$ cat config.mk
export PLATFORM = sky130hd
export DESIGN_NAME = ws2812_decoder_flat
export DESIGN_NICKNAME = d
export VERILOG_FILES = /design/src/rtl/ws2812_decoder_if.sv /design/src/rtl/ws2812_decoder.sv /design/src/flat_wrapper.sv
export SDC_FILE = /design/constraint.sdc
export NUM_CORES = 1
export LEC_CHECK = 0
export BUFFER_PORTS_ARGS = -buffer_cell sky130_fd_sc_hd__buf_2
export CORE_ASPECT_RATIO = 1.25
export CORE_UTILIZATION = 35
export CTS_CLUSTER_SIZE = 8
export DETAILED_ROUTE_END_ITERATION = 16
export PLACE_DENSITY = 0.58
export SLEW_MARGIN = 10
export SYNTH_ARGS = -nofsm -noshare
export SYNTH_HDL_FRONTEND = slang
export SYNTH_SLANG_ARGS = --single-unit
$ cat constraint.sdc
create_clock -name clk_i -period 4.85 [get_ports clk_i]
set_input_delay 0.97 -clock clk_i [delete_from_list [all_inputs] [get_ports clk_i]]
set_output_delay 0.97 -clock clk_i [all_outputs]
set_load 0.03 [all_outputs]
$ cat src/rtl/ws2812_decoder_if.sv
// Pixel output bundle of the WS2812 decoder: decoded GRB pixel, its in-frame
// address and the per-frame status strobes.
interface ws2812_decoder_if #(
  parameter int unsigned ADDR_WIDTH = 10
);
  logic [7:0]            pixel_g_o;
  logic [7:0]            pixel_r_o;
  logic [7:0]            pixel_b_o;
  logic [ADDR_WIDTH-1:0] led_address_o;
  logic                  pixel_valid_o;
  logic                  frame_done_o;
  logic                  bit_error_o;
  logic                  overflow_o;

  modport master (
    output pixel_g_o, pixel_r_o, pixel_b_o, led_address_o,
    output pixel_valid_o, frame_done_o, bit_error_o, overflow_o
  );

  modport slave (
    input pixel_g_o, pixel_r_o, pixel_b_o, led_address_o,
    input pixel_valid_o, frame_done_o, bit_error_o, overflow_o
  );
endinterface

$ cat src/rtl/ws2812_decoder.sv
// WS2812 stream decoder: recovers GRB pixels and their in-frame address from
// the raw strip line. Define WS2812_DECODER_FORWARD_EN to build the repeat
// path that forwards pixels 1..N on led_data_o; otherwise led_data_o is 0.
module ws2812_decoder #(
  parameter int unsigned T_THRESHOLD = 26,
  parameter int unsigned T_HIGH_MAX  = 75,
  parameter int unsigned T_RESET     = 2500,
  parameter int unsigned LED_COUNT   = 320,
  parameter int unsigned ADDR_WIDTH  = 10
) (
  input  logic              clk_i,
  input  logic              rst_n_i,
  input  logic              led_data_i,
  output logic              led_data_o,
  ws2812_decoder_if.master  pix
);

  localparam int unsigned LW = $clog2(T_RESET + 1);
  localparam int unsigned HW = $clog2(T_HIGH_MAX + 2);

  typedef enum logic [1:0] {SYNC, IDLE, LOW, HIGH} state_t;

  state_t                state, state_nxt;
  logic                  s1, s2, s_d;
  logic                  s, rise, fall;
  logic [LW-1:0]         low_cnt, low_nxt;
  logic [HW-1:0]         high_cnt, high_nxt;
  logic                  ev_bit, ev_err, ev_end, bit_val;
  logic [23:0]           shreg;
  logic [4:0]            bit_cnt;
  logic [ADDR_WIDTH-1:0] addr;
  logic                  px_done, valid_pend;

  assign s    = s2;
  assign rise = s & ~s_d;
  assign fall = ~s & s_d;

  // Two-flop synchronizer plus one delay stage for edge detection.
  always_ff @(posedge clk_i or negedge rst_n_i) begin
    if (!rst_n_i) begin
      s1  <= 1'b0;
      s2  <= 1'b0;
      s_d <= 1'b0;
    end else begin
      s1  <= led_data_i;
      s2  <= s1;
      s_d <= s2;
    end
  end

  // State and pulse-width counters.
  always_ff @(posedge clk_i or negedge rst_n_i) begin
    if (!rst_n_i) begin
      state    <= SYNC;
      low_cnt  <= '0;
      high_cnt <= '0;
    end else begin
      state    <= state_nxt;
      low_cnt  <= low_nxt;
      high_cnt <= high_nxt;
    end
  end

  // Next-state, counter update and bit/error/frame-end events.
  always_comb begin
    state_nxt = state;
    low_nxt   = low_cnt;
    high_nxt  = high_cnt;
    ev_bit    = 1'b0;
    ev_err    = 1'b0;
    ev_end    = 1'b0;
    bit_val   = (high_cnt >= HW'(T_THRESHOLD));
    case (state)
      SYNC: begin
        // Any high restarts the quiet-time measurement; edges never decode here.
        if (s) low_nxt = '0;
        else if (low_cnt != LW'(T_RESET)) low_nxt = low_cnt + LW'(1);
        if (low_cnt == LW'(T_RESET)) state_nxt = IDLE;
      end
      IDLE: begin
        if (rise) begin
          state_nxt = HIGH;
          high_nxt  = HW'(1);
        end else if (!s && low_cnt != LW'(T_RESET)) begin
          low_nxt = low_cnt + LW'(1);
        end
      end
      LOW: begin
        // Frame end wins; a coincident rise then opens the next frame.
        if (low_cnt == LW'(T_RESET)) begin
          ev_end    = 1'b1;
          state_nxt = IDLE;
        end
        if (rise) begin
          state_nxt = HIGH;
          high_nxt  = HW'(1);
        end else if (!s && low_cnt != LW'(T_RESET)) begin
          low_nxt = low_cnt + LW'(1);
        end
      end
      HIGH: begin
        if (fall) begin
          state_nxt = LOW;
          low_nxt   = LW'(1);
          if (high_cnt > HW'(T_HIGH_MAX)) ev_err = 1'b1;
          else                            ev_bit = 1'b1;
        end else if (s && high_cnt != HW'(T_HIGH_MAX + 1)) begin
          high_nxt = high_cnt + HW'(1);
        end
      end
      default: state_nxt = SYNC;
    endcase
  end

  // Bit assembly, pixel emission, address tracking and status strobes.
  always_ff @(posedge clk_i or negedge rst_n_i) begin
    if (!rst_n_i) begin
      shreg             <= '0;
      bit_cnt           <= '0;
      addr              <= '0;
      px_done           <= 1'b0;
      valid_pend        <= 1'b0;
      pix.pixel_g_o     <= '0;
      pix.pixel_r_o     <= '0;
      pix.pixel_b_o     <= '0;
      pix.led_address_o <= '0;
      pix.pixel_valid_o <= 1'b0;
      pix.frame_done_o  <= 1'b0;
      pix.bit_error_o   <= 1'b0;
      pix.overflow_o    <= 1'b0;
    end else begin
      px_done           <= 1'b0;
      valid_pend        <= 1'b0;
      pix.pixel_valid_o <= valid_pend;
      pix.frame_done_o  <= 1'b0;
      pix.bit_error_o   <= 1'b0;

      if (ev_bit) begin
        shreg <= {shreg[22:0], bit_val};
        if (bit_cnt == 5'd23) begin
          bit_cnt <= '0;
          px_done <= 1'b1;
        end else begin
          bit_cnt <= bit_cnt + 5'd1;
        end
      end

      if (ev_err) begin
        bit_cnt         <= '0;
        pix.bit_error_o <= 1'b1;
      end

      // Completed word is presented one cycle ahead of its strobe.
      if (px_done) begin
        if (addr == ADDR_WIDTH'(LED_COUNT)) begin
          pix.overflow_o <= 1'b1;
        end else begin
          pix.pixel_g_o     <= shreg[23:16];
          pix.pixel_r_o     <= shreg[15:8];
          pix.pixel_b_o     <= shreg[7:0];
          pix.led_address_o <= addr;
          addr              <= addr + ADDR_WIDTH'(1);
          valid_pend        <= 1'b1;
        end
      end

      if (ev_end) begin
        pix.frame_done_o <= 1'b1;
        pix.bit_error_o  <= (bit_cnt != 5'd0);
        pix.overflow_o   <= 1'b0;
        addr             <= '0;
        bit_cnt          <= '0;
      end
    end
  end

`ifdef WS2812_DECODER_FORWARD_EN
  logic forward_en, fwd_gate, fwd_gate_now;

  // Gate is only re-evaluated on a rise so a pulse is never cut or started mid-level.
  assign fwd_gate_now = rise ? forward_en : fwd_gate;

  // Repeat path: pass the stream once this LED's own pixel has been consumed.
  always_ff @(posedge clk_i or negedge rst_n_i) begin
    if (!rst_n_i) begin
      forward_en <= 1'b0;
      fwd_gate   <= 1'b0;
      led_data_o <= 1'b0;
    end else begin
      if (ev_end)                       forward_en <= 1'b0;
      else if (px_done && addr == '0)   forward_en <= 1'b1;
      fwd_gate   <= fwd_gate_now;
      led_data_o <= s & fwd_gate_now;
    end
  end
`else
  assign led_data_o = 1'b0;
`endif

endmodule

$ cat src/flat_wrapper.sv
// flat-port wrapper written by rule: the top's interface ports become plain ports
module ws2812_decoder_flat 
#(
  parameter int unsigned T_THRESHOLD = 26,
  parameter int unsigned T_HIGH_MAX  = 75,
  parameter int unsigned T_RESET     = 2500,
  parameter int unsigned LED_COUNT   = 320,
  parameter int unsigned ADDR_WIDTH  = 10
)
  (clk_i, rst_n_i, led_data_i, led_data_o, pix_pixel_g_o, pix_pixel_r_o, pix_pixel_b_o, pix_led_address_o, pix_pixel_valid_o, pix_frame_done_o, pix_bit_error_o, pix_overflow_o);
  ws2812_decoder_if #(.ADDR_WIDTH(ADDR_WIDTH)) pix_i ();
  input  logic clk_i;
  input  logic rst_n_i;
  input  logic led_data_i;
  output logic led_data_o;
  output wire logic [$bits(pix_i.pixel_g_o)-1:0] pix_pixel_g_o;
  output wire logic [$bits(pix_i.pixel_r_o)-1:0] pix_pixel_r_o;
  output wire logic [$bits(pix_i.pixel_b_o)-1:0] pix_pixel_b_o;
  output wire logic [$bits(pix_i.led_address_o)-1:0] pix_led_address_o;
  output wire logic [$bits(pix_i.pixel_valid_o)-1:0] pix_pixel_valid_o;
  output wire logic [$bits(pix_i.frame_done_o)-1:0] pix_frame_done_o;
  output wire logic [$bits(pix_i.bit_error_o)-1:0] pix_bit_error_o;
  output wire logic [$bits(pix_i.overflow_o)-1:0] pix_overflow_o;
  assign pix_pixel_g_o = pix_i.pixel_g_o;
  assign pix_pixel_r_o = pix_i.pixel_r_o;
  assign pix_pixel_b_o = pix_i.pixel_b_o;
  assign pix_led_address_o = pix_i.led_address_o;
  assign pix_pixel_valid_o = pix_i.pixel_valid_o;
  assign pix_frame_done_o = pix_i.frame_done_o;
  assign pix_bit_error_o = pix_i.bit_error_o;
  assign pix_overflow_o = pix_i.overflow_o;
  ws2812_decoder #(.T_THRESHOLD(T_THRESHOLD), .T_HIGH_MAX(T_HIGH_MAX), .T_RESET(T_RESET), .LED_COUNT(LED_COUNT), .ADDR_WIDTH(ADDR_WIDTH)) u_core (.clk_i(clk_i), .rst_n_i(rst_n_i), .led_data_i(led_data_i), .led_data_o(led_data_o), .pix(pix_i));
endmodule
# == Yosys cells after proc, flatten, opt, wreduce, memory -nomap -nowiden ==
# Cells that the tools add are included.
# word_totals
ff_bits,103
out_inout_bits,39
input_bits,3
wordCells,103
# op_classes
n_reduce_logical,16
bitwise,5
addsub,4
mux,40
magnitude_cmp,2
eq_ne,17
# op_table
cell,n
$mux W12,5
$pmux W12 S3,1
$mux W10,3
$mux W7,3
$mux W5,4
$mux W1,18
$pmux W7 S2,1
$add A12 B1 Y12 const B,1
$eq A12 B12 Y1 const B,1
$ne A12 B12 Y1 const B,1
$ne A2 B1 Y1 const B,6
$add A10 B1 Y10 const B,1
$eq A10 B9 Y1 const B,1
$mux W2,4
$pmux W2 S4,1
$reduce_and A2 Y1,4
$reduce_and A4 Y1,2
$add A7 B1 Y7 const B,1
$ge A7 B5 Y1 const B,1
$gt A7 B7 Y1 const B,1
$ne A7 B7 Y1 const B,1
$reduce_bool A2 Y1,3
$add A5 B1 Y5 const B,1
$eq A5 B5 Y1 const B,1
12 further kinds,18

# == Depth between registers and ports, before layout ==
# Gate-level depths: netlist of the first run.
# logic_depth
ltp_word,7
depth_mapped,8
depth_no_buf,7

# == Least setup slack after synthesis of the first run ==
# No wires, ideal clock.
# synth_path
kind,flip-flop to flip-flop
start,register u_core.state[0]
end,register u_core.low_cnt[0]
setup_slack_ps,2867
t_required_ps,4725
stages_incl_launch_ff,7
t_arrival_ps,1858
n_path_buf,0
cell_sequence,dfrtp_1 -> inv_1 -> ha_1 -> o21ai_1 -> o21ai_1 -> a21oi_1 -> mux2_2
# synth_between
elab_chain_cells,4
elab_cells_between_ends,11
# synth_rtl
element,line_no,text
start: declaration,ws2812_decoder.sv:23,"state_t state, state_nxt;"
start signal: assignment,ws2812_decoder.sv:58,state <= state_nxt;
$eq A2 B1 Y1 / $eq A2 B2 Y1 (equally long branches),ws2812_decoder.sv:73,case (state)
$reduce_or A2 Y1 (no line),-,
$ne A2 B2 Y1 (no line) / $ne A2 B1 Y1 (equally long branches),-,
$reduce_and A4 Y1 (no line),-,
end signal: assignment,ws2812_decoder.sv:59,low_cnt <= low_nxt;
end: declaration,ws2812_decoder.sv:26,"logic [LW-1:0] low_cnt, low_nxt;"
# Several ways; a longest one is shown, not always the timed one.
# A chain may end at the register's enable or synchronous reset.

# == Worst setup path after layout of the first run ==
# layout_path
start,register u_core.high_cnt[1]
end,register u_core.shreg[19]
# layout_between
elab_chain_cells,4
# layout_rtl
element,line_no,text
start: declaration,ws2812_decoder.sv:27,"logic [HW-1:0] high_cnt, high_nxt;"
start signal: assignment,ws2812_decoder.sv:60,high_cnt <= high_nxt;
$gt A7 B7 Y1,ws2812_decoder.sv:105,if (high_cnt > HW'(T_HIGH_MAX)) ev_err = 1'b1;
$mux W1,ws2812_decoder.sv:105,
$mux W1,ws2812_decoder.sv:102,if (fall) begin
$mux W1,ws2812_decoder.sv:73,
end signal: assignment,ws2812_decoder.sv:139,"shreg <= {shreg[22:0], bit_val};"
end: declaration,ws2812_decoder.sv:29,logic [23:0] shreg;
# Every way passes these cells.

==> results.sh, run 1 <==
export IMPL_outcome="finished, final reports clean"
export IMPL_setup_slack_ns=2.337
export IMPL_insertion_delay_ns=0.34
export IMPL_diodes=0
export IMPL_start_util_pct=35.97
export IMPL_die_area_sq_mm=0.01413
export IMPL_finalNetCount=514
export IMPL_dpl_hpwl_mm=6.221
export IMPL_total_power_mw=1.623
export IMPL_holdCritStartpoint="u_core.valid_pend$_DFF_PN0_"
export IMPL_htreeDepth=3
export IMPL_cts_sinks=103
export IMPL_drt_first_iter_violations=181
export IMPL_cp_max_fo=22
export IMPL_utilization_pct=40.75
export IMPL_cts_buffers=9
export IMPL_tightest_slew_ns=1.023
export IMPL_grt_pass1_vias=3387
export IMPL_synth_async_reset_ratio_pct=100.0
export IMPL_hp_class="reg -> reg"
export IMPL_finalSetupTns_ns=0
export IMPL_yosysWarnings=0
export IMPL_syn_inst=463
export IMPL_grt_overflow=0
export IMPL_cp_required_ns=5.08
export IMPL_clkTransAtPathRegs_ns=0.08
export IMPL_post_route_drc_count=0
export IMPL_r2r_cells=5
export IMPL_worstHoldPathCells=0
export IMPL_yosysUniqueCellTypes=61
export IMPL_yosys_area_top_type_share_pct=53.91
export IMPL_synth_ff_type="dfrtp_1"
export IMPL_synth_avg_cell_area_sq_um=10.33
export IMPL_r2r_end="u_core.shreg[19]$_DFFE_PN0P_"
export IMPL_drive_gt1_share_pct=18.73
export IMPL_cts_hold_buf=0
export IMPL_rows=47
export IMPL_ys_ff_latch=103
export IMPL_drv_cap=0
export IMPL_clock_skew_final_ns=0.009500
export IMPL_rsz0062_at_grt="false"
export IMPL_gp_congestion=0.8303
export IMPL_layout_commonest_cell="nand2_1"
export IMPL_crit_path_start_kind="flip-flop"
export IMPL_track_usage_pct=14.16
export IMPL_hold_viol_final=0
export IMPL_fp_coreArea_sq_mm=0.01329
export IMPL_syn_to_final_growth_pct=13.27
export IMPL_final_min_clock_period_ns=2.513
export IMPL_slew_viol_final=0
export IMPL_clock_fmax_ghz=0.3979
export IMPL_grt_max_degree=68
export IMPL_wl_per_cell_microns=13.95
export IMPL_postCtsSetupBuffers=0
export IMPL_fp_dieW_microns=106.5
export IMPL_ys_seq_area_share_pct=53.91
export IMPL_port_buffers=40
export IMPL_synth_edf_count=0
export IMPL_antenna_found_initial=0
export IMPL_p_leak_nw=2.701
export IMPL_yosysTopAreaCell="dfrtp_1"
export IMPL_vdd_drop_max_v=0.0001437
export IMPL_preCtsSetupSlack_ns=2.330
export IMPL_power_density_mw_per_mm2=299.7
export IMPL_grt_pass1_wl_mm=16.29
export IMPL_fin_crit_sh_pct=51.81
export IMPL_finalSetupViolCount=0
export IMPL_min_to="u_core.pix.pixel_valid_o$_DFF_PN0_"
export IMPL_synth_area_leaders="dfrtp_1 (54%), nand2_1 (8.6%), mux2_2 (6.1%), ha_1 (3.7%), nor2_1 (2.0%)"
export IMPL_vias=3431
export IMPL_routed_wl_mm=9.391
export IMPL_arrival_ns=2.75
export IMPL_antenna_left=0
export IMPL_whs_ns=0.3518
export IMPL_drt_pass1_iter_count=6
export IMPL_r2r_slack_ns=2.34
export IMPL_ios=42
export IMPL_end_kind="flip-flop"
export IMPL_dieHeight_microns=132.7
export IMPL_ctsResizeCount=0
export IMPL_critical_path_class="reg -> reg"
export IMPL_r2r_start="u_core.high_cnt[1]$_DFFE_PN0P_"
export IMPL_maxSlewHeadroom_pct=31.83
export IMPL_final_cell_mix="nand2_1 (109), dfrtp_1 (103), buf_2 (39), nor2_1 (26), mux2_2 (26)"
export IMPL_syn_num_nets=480
export IMPL_root_buffer="clkbuf_16"
export IMPL_clk_path_buf_depth=2
export IMPL_synth_cell_area_sq_mm=0.004781
export IMPL_vias_per_cell=5.098
export IMPL_cts_tree="built"
-- cells by family (layout without fill, tap and decap cells) --
kind of cell    Yosys count  count (layout)  share of synthesized area (%)
compound gates           70              70                          10.89
xor+xnor                  9               9                          1.649
fa+ha+maj                14              14                          3.664
buf+inv                  42              81                          4.083
flops                   103             103                          53.91
mux                      28              28                          6.543
other cells               1               1                        0.07844
simple gates            196             196                          19.18
-- through the flow --
stage	instance area (sq um)	std cells
after floorplan	4781	463
after global placement	5104	657
after global routing	5415	673
after detailed placement	5104	657
after CTS	5415	673
final	5415	673
-- synthesized netlist by cell type (3+ instances only) --
library cell and n:
nor3_1 4, mux2_2 26, nand3_1 11, a2111oi_0 3, a21oi_1 16, and2_1 3
nand2b_1 3, nor4_1 4, buf_2 9, ha_1 14, o21ai_0 5, o2bb2ai_1 4
clkbuf_1 5, a221o_1 5, nand4_1 6, xor2_1 3, o31ai_1 3, xnor2_1 6
and3_1 5, inv_1 22, nand2_1 109, buf_4 3, a221oi_1 4, o21ai_1 4
a22o_1 8, or3_1 5, dfrtp_1 103, nor2_1 26
-- how the worst max path moves through the flow --
stage | startpoint | end | depth (start not counted)
2_1_floorplan | u_core.state[0]$_DFFE_PN0P_ | u_core.low_cnt[0]$_DFFE_PN0P_ | 6
3_3_place_gp | u_core.high_cnt[1]$_DFFE_PN0P_ | u_core.shreg[23]$_DFFE_PN0P_ | 5
3_5_place_dp | u_core.high_cnt[1]$_DFFE_PN0P_ | u_core.shreg[18]$_DFFE_PN0P_ | 5
4_1_cts | u_core.high_cnt[1]$_DFFE_PN0P_ | u_core.shreg[18]$_DFFE_PN0P_ | 5
5_1_grt | u_core.high_cnt[0]$_DFFE_PN0P_ | u_core.shreg[5]$_DFFE_PN0P_ | 5
6_report | u_core.high_cnt[1]$_DFFE_PN0P_ | u_core.shreg[19]$_DFFE_PN0P_ | 5
-- metal layers --
metal | vias to the layer above | share of wire (%) | track usage (%)
met4 | 0 | 1.4 | 5.327
met5 | - | 0 | 0
met3 | 11 | 2.7 | 2.660
li1 | 1670 | - | -
met2 | 49 | 48 | 23.02
met1 | 1701 | 48 | 18.73
-- flip-flops by register name (all words and copies together), names as in the netlist --
signal	cells
u_core.bit_cnt	5
u_core.pix.bit_error_o	1
u_core.valid_pend	1
u_core.s1	1
u_core.high_cnt	7
u_core.s_d	1
u_core.pix.led_address_o	10
u_core.pix.overflow_o	1
u_core.s	1
u_core.pix.pixel_b_o	8
u_core.pix.pixel_r_o	8
u_core.pix.pixel_valid_o	1
u_core.shreg	24
u_core.low_cnt	12
u_core.px_done	1
u_core.state	2
u_core.addr	10
u_core.pix.pixel_g_o	8
u_core.pix.frame_done_o	1
-- power by group --
part	switching [mW]	internal (mW)	total [mW]
combinational	0.0275	0.00842	0.0359
clock	0.353	0.369	0.722
sequential	0.00412	0.861	0.865
-- cell type report --
cell class / instances / area (sq um)
Inverter: 23 / 86.33
Multi-Input combinational cell: 318 / 2008
Sequential cell: 103 / 2577
Clock inverter: 7 / 86.33
Clock buffer: 9 / 225.2
Fill cell: 1307 / 7875
Tap cell: 171 / 214.0
Timing Repair Buffer: 42 / 217.7
-- worst max-delay path, cell delays in order, from the launching register on --
cell and delay (ns):
dfrtp_1 0.45, ha_1 0.22, and4b_1 0.21, o21ai_2 0.30, and2_1 0.81, mux2_2 0.42
Note: power is estimated with default switching activity, not from simulation.
==> run 2, diff against run 1 <==
Settings changed: PLACE_DENSITY 0.58 to 0.59.
Clock period 4.85 ns to 2.1 ns, I/O delays scaled along.
==> results.sh, run 2 (synthesis gave the netlist of run 1 again) <==
export IMPL_critical_path_class="reg -> reg"
export IMPL_drt_pass1_iter_count=4
export IMPL_final_min_clock_period_ns=1.996
export IMPL_grt_max_degree=44
export IMPL_cp_max_fo=11
export IMPL_finalNetCount=542
export IMPL_clockPowerShare_pct=45.9
export IMPL_rows=47
export IMPL_arrival_ns=2.23
export IMPL_cts_buffers=9
export IMPL_wl_per_cell_microns=14.13
export IMPL_antenna_left=0
export IMPL_fin_area_sq_mm=0.005705
export IMPL_layout_commonest_cell="nand2_1"
export IMPL_dieHeight_microns=132.7
export IMPL_largest_reg_flops=24
export IMPL_fin_cells=701
export IMPL_track_usage_pct=14.84
export IMPL_r2r_cells=6
export IMPL_slew_viol_final=0
export IMPL_vias_per_cell=5.117
export IMPL_p_sw_uw=897.7
export IMPL_end_kind="flip-flop"
export IMPL_antenna_found_initial=0
export IMPL_crit_path_start_kind="flip-flop"
export IMPL_ios=42
export IMPL_cts_sinks=103
export IMPL_tightest_slew_ns=0.5791
export IMPL_clock_skew_final_ns=0.006043
export IMPL_cp_required_ns=2.33
export IMPL_power_density_mw_per_mm2=680.0
export IMPL_vdd_drop_max_v=0.0003335
export IMPL_top_regs="u_core.shreg (24), u_core.low_cnt (12)"
export IMPL_fin_crit_sh_pct=95.03
export IMPL_p_leak_nw=2.865
export IMPL_power_frac_comb_pct=2.5
export IMPL_drive_gt1_share_pct=23.58
export IMPL_syn_to_final_growth_pct=19.34
export IMPL_top_register="u_core.shreg"
export IMPL_drv_cap=0
export IMPL_root_buffer="clkbuf_16"
export IMPL_htreeDepth=3
export IMPL_gp_congestion=0.8179
export IMPL_whs_ns=0.07417
export IMPL_post_route_drc_count=0
export IMPL_clock_fmax_ghz=0.5011
export IMPL_dpl_hpwl_mm=6.947
export IMPL_die_area_sq_mm=0.01413
export IMPL_outcome="finished, final reports clean"
export IMPL_vias=3587
export IMPL_fp_coreArea_sq_mm=0.01329
export IMPL_seqPwrFrac_pct=51.5
export IMPL_insertion_delay_ns=0.35
export IMPL_dp_cells=684
export IMPL_total_power_mw=3.880
export IMPL_cts_tree="built"
export IMPL_grt_pass1_wl_mm=17.03
export IMPL_start_util_pct=35.97
export IMPL_port_buffers=40
export IMPL_place_area_sq_mm=0.005356
export IMPL_grt_pass1_vias=3623
export IMPL_hp_class="in -> async"
export IMPL_finalSetupViolCount=0
export IMPL_final_cell_mix="nand2_1 (109), dfrtp_1 (103), buf_2 (39), buf_4 (27)"
export IMPL_internal_power_mw=2.982
export IMPL_drt_first_iter_violations=167
export IMPL_clkTransAtPathRegs_ns=0.08
export IMPL_utilization_pct=42.93
export IMPL_sw_frac_of_total_pct=23.14
export IMPL_fp_dieW_microns=106.5
export IMPL_grt_overflow=0
export IMPL_routed_wl_mm=9.902
export IMPL_hold_viol_final=0
export IMPL_diodes=0
export IMPL_cts_hold_buf=0
export IMPL_maxSlewHeadroom_pct=61.39
export IMPL_clk_path_buf_depth=2
## run 2: critical path: stages, from the launching register on
cell     delay, ns
dfrtp_1       0.38
inv_1         0.10
ha_1          0.31
buf_4         0.16
a21o_1        0.29
a21oi_1       0.28
mux2_2        0.36
## run 2: power groups by stage
stage               Clock (mW)  Sequential [mW]  Combinational, mW
finish                    1.78             2.00             0.0987
global route              1.91             2.00              0.114
CTS                       1.83             2.00              0.103
detailed placement           0             2.04              0.103
global placement             0             2.04             0.0992
floorplan                    0             2.03             0.0380
## run 2: final cells by class
class                   count  area (sq um)
repair buffers             70         478.0
clock buffers               9         225.2
multi-input cells         318          2026
well taps                 171         214.0
clock inverters             7         98.84
flip-flops and latches    103          2577
fillers                  1275          7585
inverters                  23         86.33
## run 2: repair_timing
item	CTS	global route
buffers inserted	0	1
gates resized for setup	0	3
hold endpoints to repair	0	0
setup endpoints to repair	0	7
## run 2: stage by stage
stage	TNS [ns]	worst slack, ns
2_1_floorplan	0	0.1172
3_3_place_gp	0	0.1800
3_5_place_dp	0	0.1204
4_1_cts	0	0.1109
5_1_grt	-0.05175	-0.01757
6_report	0	0.1044
## run 2: per-layer routing
layer  wire length, microns  vias up  global-route usage, %
met2                   4866       92                  24.60
met3                    348       16                  2.463
li1                       -     1734                      -
met4                    168        0                  5.784
met1                   4519     1745                  19.31
met5                      0        -                      0
## run 2: final timing paths
| check | startpoint | end | slack, ns |
|---|---|---|---|
| max | u_core.state[0]$_DFFE_PN0P_ | u_core.low_cnt[0]$_DFFE_PN0P_ | 0.10 |
| min | rst_n_i | u_core.addr[4]$_DFFE_PN0P_ | 0.07 |
| max reg2reg | u_core.state[0]$_DFFE_PN0P_ | u_core.low_cnt[0]$_DFFE_PN0P_ | 0.10 |
| min reg2reg | u_core.s1$_DFF_PN0_ | u_core.s$_DFF_PN0_ | 0.35 |
| max in group asynchronous | rst_n_i | u_core.pix.pixel_r_o[5]$_DFFE_PN0P_ | 1.37 |
| min in group clk_i | led_data_i | u_core.s1$_DFF_PN0_ | 0.18 |
==> run 3, diff against run 2 <==
Settings changed: CORE_UTILIZATION 35 to 31, PLACE_DENSITY 0.59 to 0.55, SKIP_LAST_GASP set to 1.
==> results.sh, run 3 (synthesis gave the netlist of run 1 again) <==
export IMPL_outcome="finished, final reports clean"
export IMPL_hold_viol_final=0
export IMPL_cts_tree="built"
export IMPL_dpl_hpwl_mm=6.831
export IMPL_largest_reg_flops=24
export IMPL_port_buffers=40
export IMPL_r2r_slack_ns=0.09
export IMPL_root_buffer="clkbuf_16"
export IMPL_fin_crit_sh_pct=95.60
export IMPL_dp_cells=690
export IMPL_utilization_pct=37.72
export IMPL_antenna_left=0
export IMPL_fp_coreArea_sq_mm=0.01501
export IMPL_tightest_slew_ns=0.5150
export IMPL_top_register="u_core.shreg"
export IMPL_drt_first_iter_violations=123
export IMPL_drive_gt1_share_pct=22.90
export IMPL_arrival_ns=2.25
export IMPL_clk_path_buf_depth=2
export IMPL_critical_path_class="reg -> reg"
export IMPL_grt_pass1_wl_mm=16.66
export IMPL_end_kind="flip-flop"
export IMPL_fillCellCount=1488
export IMPL_vdd_drop_max_v=0.0003440
export IMPL_p_leak_nw=2.837
export IMPL_fp_dieW_microns=113.1
export IMPL_whs_ns=0.008851
export IMPL_maxSlewHeadroom_pct=64.78
export IMPL_cp_max_fo=11
export IMPL_grt_max_degree=55
export IMPL_ios=42
export IMPL_finalSetupViolCount=0
export IMPL_layout_commonest_cell="nand2_1"
export IMPL_wl_per_cell_microns=13.87
export IMPL_top_regs="u_core.shreg (24), u_core.low_cnt (12)"
export IMPL_grt_pass1_vias=3446
export IMPL_rows=50
export IMPL_hp_class="in -> async"
export IMPL_dieHeight_microns=140.8
export IMPL_power_density_mw_per_mm2=687.2
export IMPL_clock_fmax_ghz=0.4981
export IMPL_syn_to_final_growth_pct=18.45
export IMPL_drv_cap=0
export IMPL_finalNetCount=536
export IMPL_insertion_delay_ns=0.36
export IMPL_setup_slack_ns=0.09232
export IMPL_clock_skew_final_ns=0.006993
export IMPL_rsz0062_at_grt="false"
export IMPL_htreeDepth=3
export IMPL_antenna_found_initial=0
export IMPL_gp_congestion=0.8448
export IMPL_start_util_pct=31.84
export IMPL_clkTransAtPathRegs_ns=0.07
export IMPL_multi_input_area_sq_mm=0.002018
export IMPL_vias=3506
export IMPL_diodes=0
export IMPL_cp_required_ns=2.34
export IMPL_cts_buffers=9
export IMPL_preCtsSetupSlack_ns=0.1286
export IMPL_cts_sinks=103
export IMPL_grt_overflow=0
export IMPL_crit_path_start_kind="flip-flop"
export IMPL_slew_viol_final=0
export IMPL_final_cell_mix="nand2_1 (109), dfrtp_1 (103), buf_2 (39), mux2_2 (26), nor2_1 (25)"
export IMPL_routed_wl_mm=9.793
export IMPL_cts_hold_buf=0
export IMPL_post_route_drc_count=0
export IMPL_track_usage_pct=13.15
export IMPL_final_min_clock_period_ns=2.008
export IMPL_fin_cells=706
export IMPL_seq_area_sq_mm=0.002577
export IMPL_drt_pass1_iter_count=4
export IMPL_finalSetupTns_ns=0
export IMPL_die_area_sq_mm=0.01593
export IMPL_vias_per_cell=4.966
==> run 3: cell types whose count changed in the layout (fill, tap and decap cells not counted), sizes merged <==
cell      previous run  this run
inv                 26        28
clkinvlp             1         0
buf                 70        64
clkinv               2         1
==> run 3: area by class of cell <==
cell class	instances	share of cell area [%]
multi-input combinational	318	35.64
inverter	23	1.525
clock inverter	7	1.679
clock buffer	9	3.977
sequential	103	45.51
tap	182	4.021
timing repair buffer	64	7.645
==> run 3: worst paths after layout <==
kind,cells after the start,from,to
min in group clk_i,1,led_data_i,u_core.s1$_DFF_PN0_
worst min-delay path,1,rst_n_i,u_core.pix.frame_done_o$_DFF_PN0_
worst max-delay path,6,u_core.state[0]$_DFFE_PN0P_,u_core.low_cnt[4]$_DFFE_PN0P_
worst max register to register,6,u_core.state[0]$_DFFE_PN0P_,u_core.low_cnt[4]$_DFFE_PN0P_
max in group asynchronous,2,rst_n_i,u_core.pix.pixel_r_o[4]$_DFFE_PN0P_
worst min register to register,0,u_core.valid_pend$_DFF_PN0_,u_core.pix.pixel_valid_o$_DFF_PN0_
==> run 3: per-stage QoR <==
step	instance area, sq um	power (mW)
2_1_floorplan	4781	2.073
3_3_place_gp	5333	2.136
3_5_place_dp	5333	2.138
4_1_cts	5653	3.954
5_1_grt	5663	4.033
6_report	5663	3.891
==> run 3: where the power goes <==
part / internal (mW) / switching, mW
clock network: 0.965 / 0.831
logic: 0.0293 / 0.0669
registers: 1.99 / 0.00980
total: 2.98 / 0.908
==> run 3: repair_timing <==
item | CTS | global route
gates resized for setup | 0 | 4
endpoints found under the setup margin | 0 | 8
buffers inserted | 0 | 0
==> run 3: critical path: stages (launching register included) <==
cell and delay (ns):
dfrtp_1 0.40, inv_2 0.07, ha_1 0.32, buf_4 0.17, a21o_1 0.29, a221o_1 0.41
a22o_1 0.23
==> run 3: metal layers <==
metal	share of wire [%]	GRT usage, %
met4	1.5	5.125
met5	0	0
met2	48	21.96
met3	2.8	2.709
met1	48	16.67
